===== config.mk =====
export PLATFORM = sky130hd
export DESIGN_NAME = pc_sequencer
export DESIGN_NICKNAME = d
export VERILOG_FILES = /design/src/rtl/pc_pkg.sv /design/src/rtl/pc_target_adder.sv /design/src/rtl/pc_sequencer.sv
export SDC_FILE = /design/constraint.sdc
export NUM_CORES = 1
export LEC_CHECK = 0
export CORE_AREA = 3 3 79 81
export CTS_CLUSTER_DIAMETER = 200
export DETAILED_ROUTE_END_ITERATION = 8
export DIE_AREA = 0 0 82 84
export PLACE_DENSITY = 0.58
export SLEW_MARGIN = 15
export SYNTH_ARGS = -nofsm -noshare
export SYNTH_HDL_FRONTEND = slang
export SYNTH_SLANG_ARGS = --single-unit

===== constraint.sdc =====
create_clock -name Clk -period 5.45 [get_ports Clk]
set_input_delay 0.8175 -clock Clk [delete_from_list [all_inputs] [get_ports Clk]]
set_output_delay 0.8175 -clock Clk [all_outputs]
set_load 0.02 [all_outputs]

===== src/rtl/pc_pkg.sv =====
// Shared types and default sizing for the program-counter sequencer.
package pc_pkg;

  localparam int unsigned PC_W           = 12;
  localparam int unsigned OFFSET_W       = PC_W;
  localparam int unsigned PROG_DEPTH_DEF = 4096;

  typedef enum logic [1:0] {
    IDLE = 2'd0,
    RUN  = 2'd1,
    DONE = 2'd2
  } state_e;

endpackage


===== src/rtl/pc_target_adder.sv =====
// Relative branch target: PC plus signed offset, with program-memory range check.
module pc_target_adder
  import pc_pkg::*;
#(
  parameter int unsigned D          = PC_W,
  parameter int unsigned PROG_DEPTH = PROG_DEPTH_DEF
) (
  input  logic [D-1:0] pc,
  input  logic [D-1:0] offset,
  output logic [D-1:0] next_pc_c,
  output logic         in_range_c
);

  localparam logic [D-1:0] LAST_ADDR = D'(PROG_DEPTH - 1);

  logic [D:0] sum_c;

  // A set top bit means the sum is either negative or at/above 2^D; both are illegal.
  always_comb begin
    sum_c      = {1'b0, pc} + {offset[D-1], offset};
    next_pc_c  = sum_c[D-1:0];
    in_range_c = ~sum_c[D] && (sum_c[D-1:0] <= LAST_ADDR);
  end

endmodule


===== src/rtl/pc_sequencer.sv =====
// Program-counter sequencer: start/run/done control, stall hold, relative branches.
module pc_sequencer
  import pc_pkg::*;
#(
  parameter int unsigned D          = PC_W,
  parameter int unsigned START_ADDR = 0,
  parameter int unsigned PROG_DEPTH = PROG_DEPTH_DEF
) (
  input  logic         Clk,
  input  logic         Reset_n,
  input  logic         start,
  input  logic         branch,
  input  logic [D-1:0] offset,
  input  logic         halt,
  input  logic         stall,
  output logic [D-1:0] prog_ctr,
  output logic         fetch_valid,
  output logic         done,
  output logic         range_err
);

  localparam logic [D-1:0] START_PC  = D'(START_ADDR);
  localparam logic [D-1:0] LAST_ADDR = D'(PROG_DEPTH - 1);

  state_e       state, state_nxt;
  logic [D-1:0] pc_nxt;
  logic         fetch_valid_nxt;
  logic         done_nxt;
  logic         range_err_nxt;
  logic [D-1:0] target_c;
  logic         in_range_c;

  pc_target_adder #(
    .D          (D),
    .PROG_DEPTH (PROG_DEPTH)
  ) u_target_adder (
    .pc         (prog_ctr),
    .offset     (offset),
    .next_pc_c  (target_c),
    .in_range_c (in_range_c)
  );

  // State and output registers; everything visible outside is a flop.
  always_ff @(posedge Clk or negedge Reset_n) begin
    if (!Reset_n) begin
      state       <= IDLE;
      prog_ctr    <= START_PC;
      fetch_valid <= 1'b0;
      done        <= 1'b0;
      range_err   <= 1'b0;
    end else begin
      state       <= state_nxt;
      prog_ctr    <= pc_nxt;
      fetch_valid <= fetch_valid_nxt;
      done        <= done_nxt;
      range_err   <= range_err_nxt;
    end
  end

  // Next state and next outputs; priority in RUN is stall > halt > branch > increment.
  always_comb begin
    state_nxt     = state;
    pc_nxt        = prog_ctr;
    range_err_nxt = range_err;

    case (state)
      IDLE, DONE: begin
        if (state == IDLE) begin
          pc_nxt = START_PC;
        end
        if (start) begin
          state_nxt     = RUN;
          pc_nxt        = START_PC;
          range_err_nxt = 1'b0;
        end
      end
      RUN: begin
        if (stall) begin
          state_nxt = RUN;
        end else if (halt) begin
          state_nxt = DONE;
        end else if (branch) begin
          if (in_range_c) begin
            pc_nxt = target_c;
          end else begin
            range_err_nxt = 1'b1;
            state_nxt     = DONE;
          end
        end else if (prog_ctr == LAST_ADDR) begin
          state_nxt = DONE;
        end else begin
          pc_nxt = prog_ctr + D'(1);
        end
      end
      default: begin
        state_nxt = IDLE;
        pc_nxt    = START_PC;
      end
    endcase

    fetch_valid_nxt = (state_nxt == RUN);
    done_nxt        = (state_nxt == DONE);
  end

endmodule


==> impl_metrics.tcl, run 1 <==
set metrics [dict create \
    outcome "finished, final reports clean" \
    top_level_i_o_count 33 \
    die_width_um 82 \
    timing_max_transition_violations_final 0 \
    finalWorstPathRequiredPeriod_ns 3.65 \
    async_set_or_reset_register_ratio_after_synthesis_pct 100 \
    totalWireLength_um 4520 \
    preCtsSetupSlack_ns 1.50 \
    first_pass_grt_wire_length_um 7520 \
    post-route-cell-area_mm2 0.00206 \
    cts_root_buf "sky130_fd_sc_hd__clkbuf_8" \
    hold_violations 0 \
    max-clock-path-buffers 2 \
    max_cap_violations 0 \
    grt_overflow 0 \
    max-slew-margin-rel_pct 41.7 \
    final_nets 261 \
    leakage_power_total_nw 0.825 \
    postcts_resize_cnt 0 \
    area_growth_pct 25.0 \
    floorplan.rows 27 \
    post_synth_inst_count 200 \
    clock_latency_late_sink_ns 0.25 \
    synth_edf_count 0 \
    worst-endpoint-arrival_ns 3.77 \
    synth_top_area_share_pct 25.9 \
    postSynthRegisterBits 17 \
    post_drt_wl_per_cell_um 15.1 \
    critPathCaptureType "register" \
    crit_path_start_kind "input port" \
    yosys.cell_count.top_type "sky130_fd_sc_hd__a21oi_1" \
    synthesis.area_per_instance_um2 8.23 \
    drt-pass1-iter-count 4 \
    post_drt_via_cell_ratio 5.45 \
    synth_cell_types 56 \
    yosys_warnings 0 \
    mappedNetlistNets 232 \
    placeableCoreArea_mm2 0.00554 \
    cell_type_with_the_largest_total_area_after_synthesis "sky130_fd_sc_hd__dfrtp_1" \
    netlist_area_mm2 0.00165 \
    critical_path_class "in -> reg" \
    fmax_mhz 274 \
    power_report.internal_total_mw 0.515 \
    setup_repair_after_global_routing_missed_its_margin "false" \
    dp_hpwl_um 3570 \
    ant_nets 0 \
    fin_crit_sh_pct 67.0 \
    ys.flop_type "sky130_fd_sc_hd__dfrtp_1" \
    cts_made_buffers 3 \
    die_height_um 84 \
    clock_tree.htree_level_count 1 \
    cts.clk_slew.worst_paths_ns 0.07 \
    synth.area.top_cells "sky130_fd_sc_hd__dfrtp_1, sky130_fd_sc_hd__ha_1, sky130_fd_sc_hd__a21oi_1" \
    seq_power_share_pct 25.4 \
    cts_sinks 17 \
    hp-class "reg -> reg" \
    power.net_switching_mw 0.474 \
    final_layout_size_suffix_gt1_share_pct 9.21 \
    routed_via_count 1636 \
    tritoncts "built" \
    synth_top_cells_by_count "sky130_fd_sc_hd__a21oi_1, sky130_fd_sc_hd__dfrtp_1, sky130_fd_sc_hd__o21ai_0" \
    drt_drc_violations_left 0 \
    placed_cell_area_mm2 0.00201 \
    hold_buffers 0 \
    start_util_pct 29.7 \
    vdd_drop_max_uv 229 \
    first_global_vias 1560 \
    io_buffer_count 32 \
    switching_share_pct 47.9 \
    powerDensity_mw_per_mm2 481 \
    post_cts.repair.setup_buffers 0 \
    yosysSeqAreaShare_pct 25.9 \
    antenna_found_initial 0 \
    pwr-share-clk_pct 9.7 \
    maximum_number_of_pins_on_one_net_before_global_route_repair 22 \
    track_usage_pct 13.8 \
    gp_congestion 0.867 \
    max_slew.worst_pin.slew_ns 0.872 \
    antenna_diode_count 0 \
    setup_total_negative_slack_ns 0 \
    finalWorstSetupSlack_ns 1.80 \
    setup_viol 0 \
    die_area_mm2 0.00689 \
    drt_iter0_markers 102 \
    fin_skew_ns 0.00275 \
    path_max_fanout 18 \
    required_worst_endpoint_ns 5.57 \
    share_comb_of_total_power_pct 64.9 \
    dpl.cell_count 296 \
    finalNonFillerCells 300 \
]
[final cells by class]
type,count,area (um2)
clock buffers,4,45.0
fillers,590,3480
inverters,9,33.8
multi-input cells,166,1140
flip-flops and latches,17,425
well taps,72,90.1
repair buffers,32,320
[cell usage in the layout (no fill, tap or decap), drive strengths merged, types with 2 or more instances in the layout]
cell type      Yosys  layout
a211oi             7       7
a21bo              2       2
a21boi             2       2
a21o               5       5
a21oi             22      22
a31oi              5       5
a32oi              2       2
and3               3       3
and4               2       2
clkbuf             4       4
clkdlybuf4s50      0      32
dfrtp             17      17
ha                13      13
inv                9       9
nand2             12      12
nand2b             5       5
nand3              8       8
nand4              2       2
nor2              16      16
nor3               7       7
nor3b              2       2
nor4               3       3
o21a               2       2
o21ai             20      20
o22a               2       2
o31ai              2       2
or2                2       2
xnor2              6       6
[per-stage QoR]
| step | utilization, % | total power, mW | hold slack [ns] |
|---|---|---|---|
| floorplan | - | 0.709 | 0.522 |
| global placement | 36.3 | 0.894 | 0.487 |
| detailed placement | 36.3 | 0.896 | 0.489 |
| CTS | 37.1 | 0.997 | 0.505 |
| global route | 37.1 | 1.08 | 0.532 |
| finish | 37.1 | 0.989 | 0.498 |
[worst paths after layout]
kind | from | to | slack (ns) | depth (start not counted)
min | range_err$_DFFE_PN0P_ | range_err$_DFFE_PN0P_ | 0.50 | 1
max reg2reg | prog_ctr[0]$_DFFE_PN0P_ | prog_ctr[3]$_DFFE_PN0P_ | 2.34 | 10
min reg2reg | range_err$_DFFE_PN0P_ | range_err$_DFFE_PN0P_ | 0.50 | 1
min in group asynchronous | Reset_n | state[0]$_DFF_PN0_ | 1.06 | 1
max in group asynchronous | Reset_n | prog_ctr[3]$_DFFE_PN0P_ | 3.85 | 1
max | offset[0] | prog_ctr[3]$_DFFE_PN0P_ | 1.80 | 11
[state kept, by name, indices dropped and copies added, names as in the netlist]
register / cells
prog_ctr: 12
state: 2
fetch_valid: 1
range_err: 1
done: 1
[routing by layer]
layer	global-route usage [%]	vias to the layer above	share of wire, %
li1	-	806	-
met1	21.1	781	48
met2	20.4	45	45
met3	1.94	4	6.4
met4	2.72	0	0.80
met5	0	-	0
[power groups by stage]
| stage | Sequential (mW) | Combinational, mW | Clock [mW] |
|---|---|---|---|
| 5_1_grt | 0.263 | 0.713 | 0.105 |
| 3_3_place_gp | 0.252 | 0.642 | 0 |
| 6_report | 0.252 | 0.642 | 0.0956 |
| 4_1_cts | 0.251 | 0.647 | 0.100 |
| 3_5_place_dp | 0.253 | 0.643 | 0 |
| 2_1_floorplan | 0.284 | 0.425 | 0 |
[kinds of logic (layout without fill, tap and decap cells)]
logic type / count (synthesis) / after routing / synth area share [%]
AO/OA/AOI/OAI: 80 / 80 / 33.9
AND/OR/NAND/NOR: 66 / 66 / 21.2
flip-flops: 17 / 17 / 25.9
buffers and inverters: 17 / 45 / 4.71
adder cells (fa/ha/maj): 14 / 14 / 11.1
XOR/XNOR: 6 / 6 / 3.19
[critical path: stages]
cell and delay (ns):
sky130_fd_sc_hd__clkdlybuf4s50_1 0.46, sky130_fd_sc_hd__ha_1 0.18, sky130_fd_sc_hd__inv_1 0.06, sky130_fd_sc_hd__fa_1 0.37
sky130_fd_sc_hd__nand2b_1 0.22, sky130_fd_sc_hd__a211oi_2 0.30, sky130_fd_sc_hd__o21ai_2 0.14, sky130_fd_sc_hd__and3b_2 0.25
sky130_fd_sc_hd__o31ai_4 0.66, sky130_fd_sc_hd__o22a_1 0.25, sky130_fd_sc_hd__o2bb2ai_1 0.07
(Power assumes the default switching activity.)
==> run 2, diff against run 1 <==
Settings changed: PLACE_DENSITY 0.58 to 0.6.
Clock period 5.45 ns to 3.2 ns, I/O delays scaled along.
==> run 2 against run 1 <==
Worst hold slack better by 0.0067 ns; worst setup slack worse by 1.6 ns; cell count up 3.0%; power up 80%; register-to-register slack worse by 1.9 ns; sequential power up 66%; critical path depth up 1; global-route usage up 0.36 points; first-iteration DRC count down 7.8%; flip-flop and latch count unchanged; design area up 3.3%; critical endpoint is now prog_ctr[10]$_DFFE_PN0P_.
==> impl_metrics.tcl, run 2 (same netlist as run 1, synthesis figures left out) <==
set metrics [dict create \
    final_layout_size_suffix_gt1_share_pct 12.7 \
    dp_hpwl_um 3720 \
    finalWorstSetupSlack_ns 0.230 \
    hold_violations 0 \
    path_max_fanout 9 \
    fin_crit_sh_pct 92.8 \
    crit_chain "clkdlybuf4s50_1 -> ha_1 -> inv_1 -> fa_1 -> nand2b_1 -> a211oi_2 -> o21ai_2 -> and3b_2 -> o31ai_4 -> buf_4 -> or2_1 -> o21ai_0" \
    worst-endpoint-arrival_ns 3.10 \
    ant_nets 0 \
    crit_slowest_cell "sky130_fd_sc_hd__clkdlybuf4s50_1" \
    grt_overflow 0 \
    critPathCaptureType "register" \
    fmax_mhz 337 \
    setup_repair_after_global_routing_missed_its_margin "false" \
    routed_via_count 1660 \
    fin_skew_ns 0.00500 \
    timing_max_transition_violations_final 0 \
    r2r_slack_ns 0.42 \
    required_worst_endpoint_ns 3.33 \
    max-clock-path-buffers 2 \
    worst-r2r-cell-count 11 \
    vdd_drop_max_uv 330 \
    drt_iter0_markers 94 \
    cts.clk_slew.worst_paths_ns 0.07 \
    io_buffer_count 32 \
    antenna_diode_count 0 \
    placeableCoreArea_mm2 0.00554 \
    post_drt_via_cell_ratio 5.37 \
    post-route-cell-area_mm2 0.00212 \
    outcome "finished, final reports clean" \
    hp-class "reg -> reg" \
    post_drt_wl_per_cell_um 15.2 \
    timing.critical_path.slowest_cell_delay_ns 0.46 \
    critical_path_class "in -> reg" \
    powerDensity_mw_per_mm2 839 \
    cp_num_buf_inv 3 \
    die_height_um 84 \
    post_cts.repair.setup_buffers 0 \
    path_depth 12 \
    layout_commonest_cell "sky130_fd_sc_hd__clkdlybuf4s50_1" \
    die_area_mm2 0.00689 \
    floorplan.rows 27 \
    layout.core_utilization_pct 38.3 \
    leakage_power_total_nw 0.868 \
    die_width_um 82 \
    max_slew.worst_pin.slew_ns 0.853 \
    cts_root_buf "sky130_fd_sc_hd__clkbuf_8" \
    crit_path_start_kind "input port" \
    mostFrequentLayoutCells "sky130_fd_sc_hd__clkdlybuf4s50_1, sky130_fd_sc_hd__a21oi_1, sky130_fd_sc_hd__o21ai_0, sky130_fd_sc_hd__dfrtp_1, sky130_fd_sc_hd__nor2_1" \
    reg.largest.list "prog_ctr x12, state x2" \
    finalNonFillerCells 309 \
    gp_congestion 0.823 \
    area_growth_pct 29.1 \
    cts_sinks 17 \
    top_level_i_o_count 33 \
    drt-pass1-iter-count 4 \
    postcts_resize_cnt 0 \
    max-slew-margin-rel_pct 43.0 \
    first_global_vias 1568 \
    start_util_pct 29.7 \
    cp_top_family "compound AO/OA/AOI/OAI gates" \
    placed_cell_area_mm2 0.00208 \
    totalWireLength_um 4690 \
    setup_viol 0 \
    drt_drc_violations_left 0 \
    number_of_flip_flops_in_the_largest_register 12 \
    final_nets 270 \
    preCtsSetupSlack_ns -0.0642 \
    first_pass_grt_wire_length_um 7800 \
    setup_total_negative_slack_ns 0 \
    power_total_mw 1.78 \
    track_usage_pct 14.2 \
    hold_buffers 0 \
    timing.hold.ws_ns 0.505 \
    cts_made_buffers 3 \
    antenna_found_initial 0 \
    finalWorstPathRequiredPeriod_ns 2.97 \
    clock_tree.htree_level_count 1 \
    max_cap_violations 0 \
    maximum_number_of_pins_on_one_net_before_global_route_repair 18 \
    min_path_cells 1 \
    clock_latency_late_sink_ns 0.25 \
    largest_register "prog_ctr" \
    dpl.cell_count 305 \
    tritoncts "built" \
]
[run 2: path summary, 6_finish.rpt]
kind | startpoint | end
hold reg to reg | range_err$_DFFE_PN0P_ | range_err$_DFFE_PN0P_
min in group asynchronous | Reset_n | prog_ctr[11]$_DFFE_PN0P_
hold / removal | range_err$_DFFE_PN0P_ | range_err$_DFFE_PN0P_
setup / recovery | offset[0] | prog_ctr[10]$_DFFE_PN0P_
max in group asynchronous | Reset_n | prog_ctr[4]$_DFFE_PN0P_
setup reg to reg | prog_ctr[0]$_DFFE_PN0P_ | prog_ctr[10]$_DFFE_PN0P_
[run 2: area by class of cell]
cell class	count	area (um2)
Sequential cell	17	425
Fill cell	586	3420
Timing Repair Buffer	41	388
Inverter	9	33.8
Clock buffer	4	45.0
Multi-Input combinational cell	166	1140
Tap cell	72	90.1
[run 2: worst reg2reg max path, cell delays in order (launching register included)]
cell,delay (ns)
sky130_fd_sc_hd__dfrtp_1,0.45
sky130_fd_sc_hd__ha_1,0.20
sky130_fd_sc_hd__inv_1,0.05
sky130_fd_sc_hd__fa_1,0.37
sky130_fd_sc_hd__nand2b_1,0.18
sky130_fd_sc_hd__a211oi_2,0.32
sky130_fd_sc_hd__o21ai_2,0.14
sky130_fd_sc_hd__and3b_2,0.25
sky130_fd_sc_hd__o31ai_4,0.25
sky130_fd_sc_hd__buf_4,0.21
sky130_fd_sc_hd__or2_1,0.13
sky130_fd_sc_hd__o21ai_0,0.09
[run 2: metal layers]
metal	global-route usage (%)	vias up	share of wire, %
li1	-	830	-
met2	21.0	41	45
met1	21.6	784	50
met5	0	-	0
met3	2.05	5	5.0
met4	2.72	0	0.79
[run 2: power by group]
part / switching [mW] / total, mW / internal, mW
clock: 0.0770 / 0.166 / 0.0885
combinational: 0.647 / 1.20 / 0.552
sequential: 0.117 / 0.419 / 0.303
total: 0.840 / 1.78 / 0.943
